### config.mk
export PLATFORM = sky130hd
export DESIGN_NAME = cell_button_conditioner
export DESIGN_NICKNAME = d
export VERILOG_FILES = /design/src/rtl/cell_button_conditioner.sv
export SDC_FILE = /design/constraint.sdc
export NUM_CORES = 1
export LEC_CHECK = 0
export BUFFER_PORTS_ARGS = -buffer_cell sky130_fd_sc_hd__buf_2
export CORE_UTILIZATION = 39
export CTS_BUF_LIST = sky130_fd_sc_hd__clkbuf_4
export DETAILED_ROUTE_END_ITERATION = 10
export HOLD_SLACK_MARGIN = 0.1
export SETUP_SLACK_MARGIN = 0.4
export SLEW_MARGIN = 20
export SYNTH_ARGS = -nofsm -noshare
export SYNTH_HDL_FRONTEND = slang
export SYNTH_SLANG_ARGS = --single-unit
### constraint.sdc
create_clock -name clk -period 2.9 [get_ports clk]
set_clock_uncertainty 0.15 [all_clocks]
set_input_delay 0.58 -clock clk [delete_from_list [all_inputs] [get_ports clk]]
set_output_delay 0.58 -clock clk [all_outputs]
set_load 0.05 [all_outputs]
### src/rtl/cell_button_conditioner.sv
// Nine-button front end for the tic_tac_toe core: synchronise, debounce, reject chords, one press pulse.
// Optional stuck-button detection is compiled in with CELL_BTN_STUCK_DETECT_EN.
module cell_button_conditioner #(
  parameter int DEBOUNCE_CYCLES = 16,
  parameter int CNT_W           = 16
`ifdef CELL_BTN_STUCK_DETECT_EN
  ,
  parameter int STUCK_CYCLES    = 50000
`endif
) (
  input  logic       clk,
  input  logic       reset,
  input  logic [8:0] btn_raw,
  output logic [8:0] cell_press,
  output logic       press_valid,
  output logic       busy,
  output logic       chord_err
`ifdef CELL_BTN_STUCK_DETECT_EN
  ,
  output logic       stuck_flag
`endif
);

  // state | meaning
  // IDLE  | waiting for a debounced press
  // PRESS | single press accepted, pulse cell_press for one cycle
  // HOLD  | press forwarded, waiting for debounced all-release
  // CHORD | several buttons debounced together, nothing forwarded
  typedef enum logic [1:0] {IDLE, PRESS, HOLD, CHORD} state_t;

  localparam logic [CNT_W-1:0] CNT_LAST = CNT_W'(DEBOUNCE_CYCLES - 1);

  logic             rst_meta;
  logic             rst_b_sync;
  logic [8:0]       sync1;
  logic [8:0]       sync2;
  logic [8:0]       p_sync;
  logic [8:0]       p_prev;
  logic [8:0]       deb;
  logic [8:0]       deb_prev;
  logic [CNT_W-1:0] cnt;
  logic             deb_one;
  logic             deb_multi;
  logic             in_chord_q;
  state_t           state;
  state_t           state_nxt;

  always_ff @(posedge clk or negedge reset) begin
    if (!reset) begin
      rst_meta   <= 1'b0;
      rst_b_sync <= 1'b0;
    end else begin
      rst_meta   <= 1'b1;
      rst_b_sync <= rst_meta;
    end
  end

  always_ff @(posedge clk or negedge rst_b_sync) begin
    if (!rst_b_sync) begin
      sync1 <= '1;
      sync2 <= '1;
    end else begin
      sync1 <= btn_raw;
      sync2 <= sync1;
    end
  end

  assign p_sync = ~sync2;

  // A cycle in which p_sync has just changed counts as the first stable cycle of the new value.
  always_ff @(posedge clk or negedge rst_b_sync) begin
    if (!rst_b_sync) begin
      p_prev   <= '0;
      deb      <= '0;
      deb_prev <= '0;
      cnt      <= '0;
    end else begin
      p_prev   <= p_sync;
      deb_prev <= deb;
      if (p_sync == deb) begin
        cnt <= '0;
      end else if (p_sync != p_prev) begin
        cnt <= CNT_W'(1);
      end else if (cnt >= CNT_LAST) begin
        deb <= p_sync;
        cnt <= '0;
      end else begin
        cnt <= cnt + CNT_W'(1);
      end
    end
  end

  assign deb_one   = (deb != 9'd0) && ((deb & (deb - 9'd1)) == 9'd0);
  assign deb_multi = (deb != 9'd0) && !deb_one;

  always_ff @(posedge clk or negedge rst_b_sync) begin
    if (!rst_b_sync) begin
      state      <= IDLE;
      in_chord_q <= 1'b0;
    end else begin
      state      <= state_nxt;
      in_chord_q <= (state == CHORD);
    end
  end

  always_comb begin
    state_nxt   = state;
    cell_press  = '0;
    press_valid = 1'b0;
    busy        = 1'b0;
    chord_err   = 1'b0;
    case (state)
      IDLE: begin
        if (deb_one) begin
          state_nxt = PRESS;
        end else if (deb_multi) begin
          state_nxt = CHORD;
        end
      end
      PRESS: begin
        cell_press  = deb;
        press_valid = 1'b1;
        busy        = 1'b1;
        state_nxt   = HOLD;
      end
      HOLD: begin
        busy      = 1'b1;
        chord_err = |(deb & ~deb_prev);
        if (deb == 9'd0) begin
          state_nxt = IDLE;
        end
      end
      CHORD: begin
        busy      = 1'b1;
        chord_err = !in_chord_q;
        if (deb == 9'd0) begin
          state_nxt = IDLE;
        end
      end
      default: state_nxt = IDLE;
    endcase
  end

`ifdef CELL_BTN_STUCK_DETECT_EN
  localparam int HC_W = $clog2(STUCK_CYCLES + 1);
  localparam logic [HC_W-1:0] HC_MAX = HC_W'(STUCK_CYCLES);

  logic [HC_W-1:0] hold_cnt;

  always_ff @(posedge clk or negedge rst_b_sync) begin
    if (!rst_b_sync) begin
      hold_cnt   <= '0;
      stuck_flag <= 1'b0;
    end else begin
      if (state == IDLE) begin
        hold_cnt <= '0;
      end else if ((state == HOLD || state == CHORD) && hold_cnt != HC_MAX) begin
        hold_cnt <= hold_cnt + HC_W'(1);
      end
      if (hold_cnt == HC_MAX) begin
        stuck_flag <= 1'b1;
      end
    end
  end
`endif

endmodule

-- Yosys cells after proc, flatten, opt, wreduce, memory -nomap -nowiden
Cells that the tools add are included.
- register bits: 66
- add/sub/neg operators: 2
- magnitude comparators: 1
- equal/unequal tests: 7
- multiplexer cells: 11
- bitwise gates (word level): 6
- reductions and logical operators: 13
- operator list (kind ; number):
    2-to-1 mux 16 bit ; 3
    bitwise AND 9 bit ; 2
    zero test 9 bit ; 2
    inverter 9 bit ; 2
    adder 16 x 1 -> 16 bit, second input constant ; 1
    >= comparator 16 x 4 -> 1 bit, second input constant ; 1
    equality test 9 bit ; 1
    2-to-1 mux 9 bit ; 1
    inequality test 9 bit ; 1
    nonzero test 9 bit ; 1
    OR reduction 9 bit ; 1
    subtractor 9 x 1 -> 9 bit, second input constant ; 1
    2-to-1 mux 2 bit ; 3
    one-hot mux 2 bit (3 select lines) ; 1
    equality test 2 bit, second input constant ; 2
    inequality test 3 bit, second input constant ; 1
    AND reduction 3 bit ; 1
    OR reduction 3 bit ; 1
    equality test 2 x 1 -> 1 bit, second input constant ; 1
    logical AND 1 bit ; 2
    zero test 1 bit ; 2
    zero test 2 bit ; 1
    2-to-1 mux 1 bit ; 2
    inequality test 2 x 1 -> 1 bit, second input constant ; 1
    4 further kinds ; 5

-- Depth between registers and ports, before layout
- depth in word-level cells: 9
- depth in mapped cells: 6

-- Worst setup path before layout
No wires, ideal clock.
- path type: register -> output
- start point: reg state[1]
- end point: out cell_press[0]
- arrival: 1592 ps
- data required time: 2170 ps
- setup slack: 578 ps
- stages on the path, launching flop included: 4
- buffers on the path: 1
- path through: dfrtp_1 nor2b_1 clkbuf_1 and2_1
- longest elaborated chain between the ends: 2
- ends and longest elaborated chain (element ; line ; RTL):
    start: declaration ; 45 ; state_t state;
    start signal: assignment ; 101 ; state <= state_nxt;
    equality test 2 x 1 -> 1 bit ; 112 ; case (state)
    2-to-1 mux 9 bit ; 112 ;
    end: declaration ; 14 ; output logic [8:0] cell_press,
Every way passes these cells.

-- Final worst setup path
- start point: reg deb[1]
- end point: out chord_err
- longest elaborated chain between the ends: 3
- ends and longest elaborated chain (element ; line ; RTL):
    start: declaration ; 39 ; logic [8:0] deb;
    start signal: assignment ; 85 ; deb <= p_sync;
    bitwise AND 9 bit ; 128 ; chord_err = |(deb & ~deb_prev);
    OR reduction 9 bit ; 128 ;
    one-hot mux 1 bit (2 select lines) ; 112 ;
    end: declaration ; 17 ; output logic chord_err
Every way passes these cells.

==> impl_metrics.yaml <==
global_route:
  grt_pass1_wl_um: 6540
  grt_start_max_net_pins: 32
  grtUsageTotal_pct: 14.2
  antenna_found_initial: 0
  grt_pass1_vias: 1305
  overflow: 0
floorplanning:
  row_count: 28
  dieArea_um2: 6560
  start_util_pct: 40.9
  die_w_um: 81.0
  ios: 23
  die_h_um: 81.0
  core-area_um2: 5960
drt:
  via_per_inst: 4.41
  drtAntennaViolNets: 0
  met3WireLength_um: 128
  routed_wl_um: 3870
  dr.first_iter.drc_count: 77
  vias: 1381
  highest_layer: "met4"
  drc: 0
  drt_pass1_iterations: 4
  wl_met1_um: 1930
  dr_wl_met2_um: 1730
  routedWlPerCell_um: 12.4
worst_setup_path:
  start_kind: "flip-flop"
  r2r_cells: 5
  crit_type: "reg -> out"
  required_ns: 2.17
  worst-r2r-setup-slack_ns: 0.82
  r2r-start: "sync2[6]"
  rr_endpoint: "deb[6]"
  path_cells: "inv_2 -> o22ai_1 -> a2111oi_1 -> a21oi_1 -> buf_4"
  cpPeakStageDelay_ns: 0.45
  path_max_fanout: 4
  cp_data_arrival_time_ns: 1.70
  critPathCaptureType: "output port"
  cpMaxStageDelayCell: "dfrtp_1"
finish:
  syn_to_final_growth_pct: 21.1
  fin_nets: 245
  layoutNonFillerInstCount: 313
  final_layout_size_suffix_gt1_share_pct: 31.1
  insertedDiodeCount: 0
logic_synthesis:
  syn_area_um2: 2430
  syn_area_per_cell_um2: 13.7
  synth-async-reset-ratio_pct: 100
  synth-seq-cells: 66
  ys_seq_area_share_pct: 68.8
  synth-edff-count: 0
  synth_cell_types: 33
  synth_top_flop_cell: "dfrtp_1"
  synth_cells: 178
  yosysWarnings: 0
sta:
  report.final.slew_viol_count: 0
  finalSetupViolCount: 0
  grt_setup_unrepaired: "no"
  min_period_over_period_pct: 83.7
  fin_crit_ns: 2.43
  worst_pin_slew_ns: 0.614
  hold_viol: 0
  fmax_ghz: 0.412
  fin_setup_tns_ns: 0
  slew_headroom_pct: 59.1
clock_network:
  cts_tree: "yes"
  numCtsBuffers: 9
  insertion_delay_ns: 0.39
  clock-root-buffer: "clkbuf_4"
  cts_buffer_depth: 2
  clk_pin_slew_ns: 0.11
  htreeDepth: 3
  clock-sinks: 66
pwr:
  p_leak_nw: 1.33
  power_density_nw_per_um2: 614
  peakVddDrop_mv: 0.297
outcome:
  status: "complete, no violations"
placed_design:
  globalplace.congestion: 0.748
  numPortBuffers: 22
  place_inst: 287
  hpwl_um: 2690
job:
  maxCapViolCount: 0
min_path:
  min_path_type: "reg -> async"
-- sequential cells by signal, indices dropped and copies added, names as in the netlist --
register and count:
cnt 16, p_prev 9, deb_prev 9, sync2 9
rst_meta 1, state 2, sync1 9, rst_b_sync 1
deb 9, in_chord_q 1
-- cells in the mapped netlist, drive strengths merged, types with 2 or more instances --
master	instances	area share [%]
and2	9	2.3
xor2	8	2.9
dfrtp	48	49
mux2i	5	2.1
nor4	6	2.8
or3	2	0.51
nand3	5	1.0
nor2	11	2.0
xnor2	12	4.3
dfstp	18	19
nand2	4	0.62
nor3	2	0.87
conb	2	0.31
mux2	3	1.9
o21ai	2	0.41
nand4	3	1.0
o22ai	4	1.0
a21oi	4	0.82
inv	20	3.1
-- report_power, final --
group / leakage, nW / switching (mW) / internal (mW) / total [mW]
clock: 0.0838 / 0.315 / 0.354 / 0.669
sequential: 0.724 / 0.0459 / 0.981 / 1.03
combinational: 0.526 / 0.0587 / 0.0556 / 0.114
-- how the worst max path moves through the flow --
stage / from / end / cells past startpoint
after global placement: deb[3] / chord_err / 5
final: deb[1] / chord_err / 5
after CTS: state[0] / cell_press[5] / 3
after detailed placement: deb[3] / chord_err / 5
after global routing: deb[1] / chord_err / 5
after floorplan: state[1] / cell_press[0] / 3
-- cells by family after synthesis --
logic type      Yosys count  synth area share [%]
flops                    66                  68.8
mux                       8                  3.91
fa+ha+maj                 2                 0.925
buf+inv                  21                  3.24
compound gates           15                  3.96
xor+xnor                 20                  7.20
simple gates             44                  11.7
other cells               2                 0.309
-- placed cells by master (no fill, tap or decap), types with 6 or more instances in the layout --
cell           synthesis  layout
buf_4                  0       6
conb_1                 2      13
inv_1                 20      18
nor2_1                10      10
dfstp_2               18      18
clkbuf_4               0      10
xnor2_1               12      12
buf_2                  0      21
and2_1                 9       9
dfrtp_1               48      46
xor2_1                 8       8
dlygate4sd3_1          0       7
-- layout make-up --
type	count	area (µm²)
fillers	542	3010
flip-flops and latches	66	1680
repair buffers	34	220
well taps	75	93.8
clock inverters	6	81.3
clock buffers	10	75.1
multi-input cells	102	726
inverters	20	75.1
-- per-layer routing --
layer  vias up  global-route usage [%]
met5         -                       0
met4         0                    9.11
met3        10                    3.03
met2        31                    19.3
met1       660                    20.3
li1        680                       -
-- per-stage QoR --
step           cell area (µm²)  total power [mW]  utilization (%)  hold WS, ns  setup WS [ns]
2_1_floorplan             2470              1.11                -        0.134          0.578
3_3_place_gp              2690              1.14             45.2        0.147          0.770
3_5_place_dp              2690              1.15             45.2        0.152          0.784
4_1_cts                   2930              1.83             49.2        0.100          0.404
5_1_grt                   2950              1.90             49.5        0.106          0.411
6_report                  2950              1.81             49.5        0.133          0.472
-- critical path, delay by kind of cell (launching register included) --
kind / cells / cell delay, ns
compound gates: 3 / 0.52
buf+inv: 2 / 0.32
flops: 1 / 0.45
-- repair_timing --
item                                   4_1_cts  5_1_grt
setup endpoints to repair                    1       11
gates resized for setup                      4        2
endpoints found under the hold margin        8        0
hold buffers                                 7        0
pin swaps                                    0        1
buffers inserted                             1        2
Note: power is estimated with default switching activity, not from simulation.
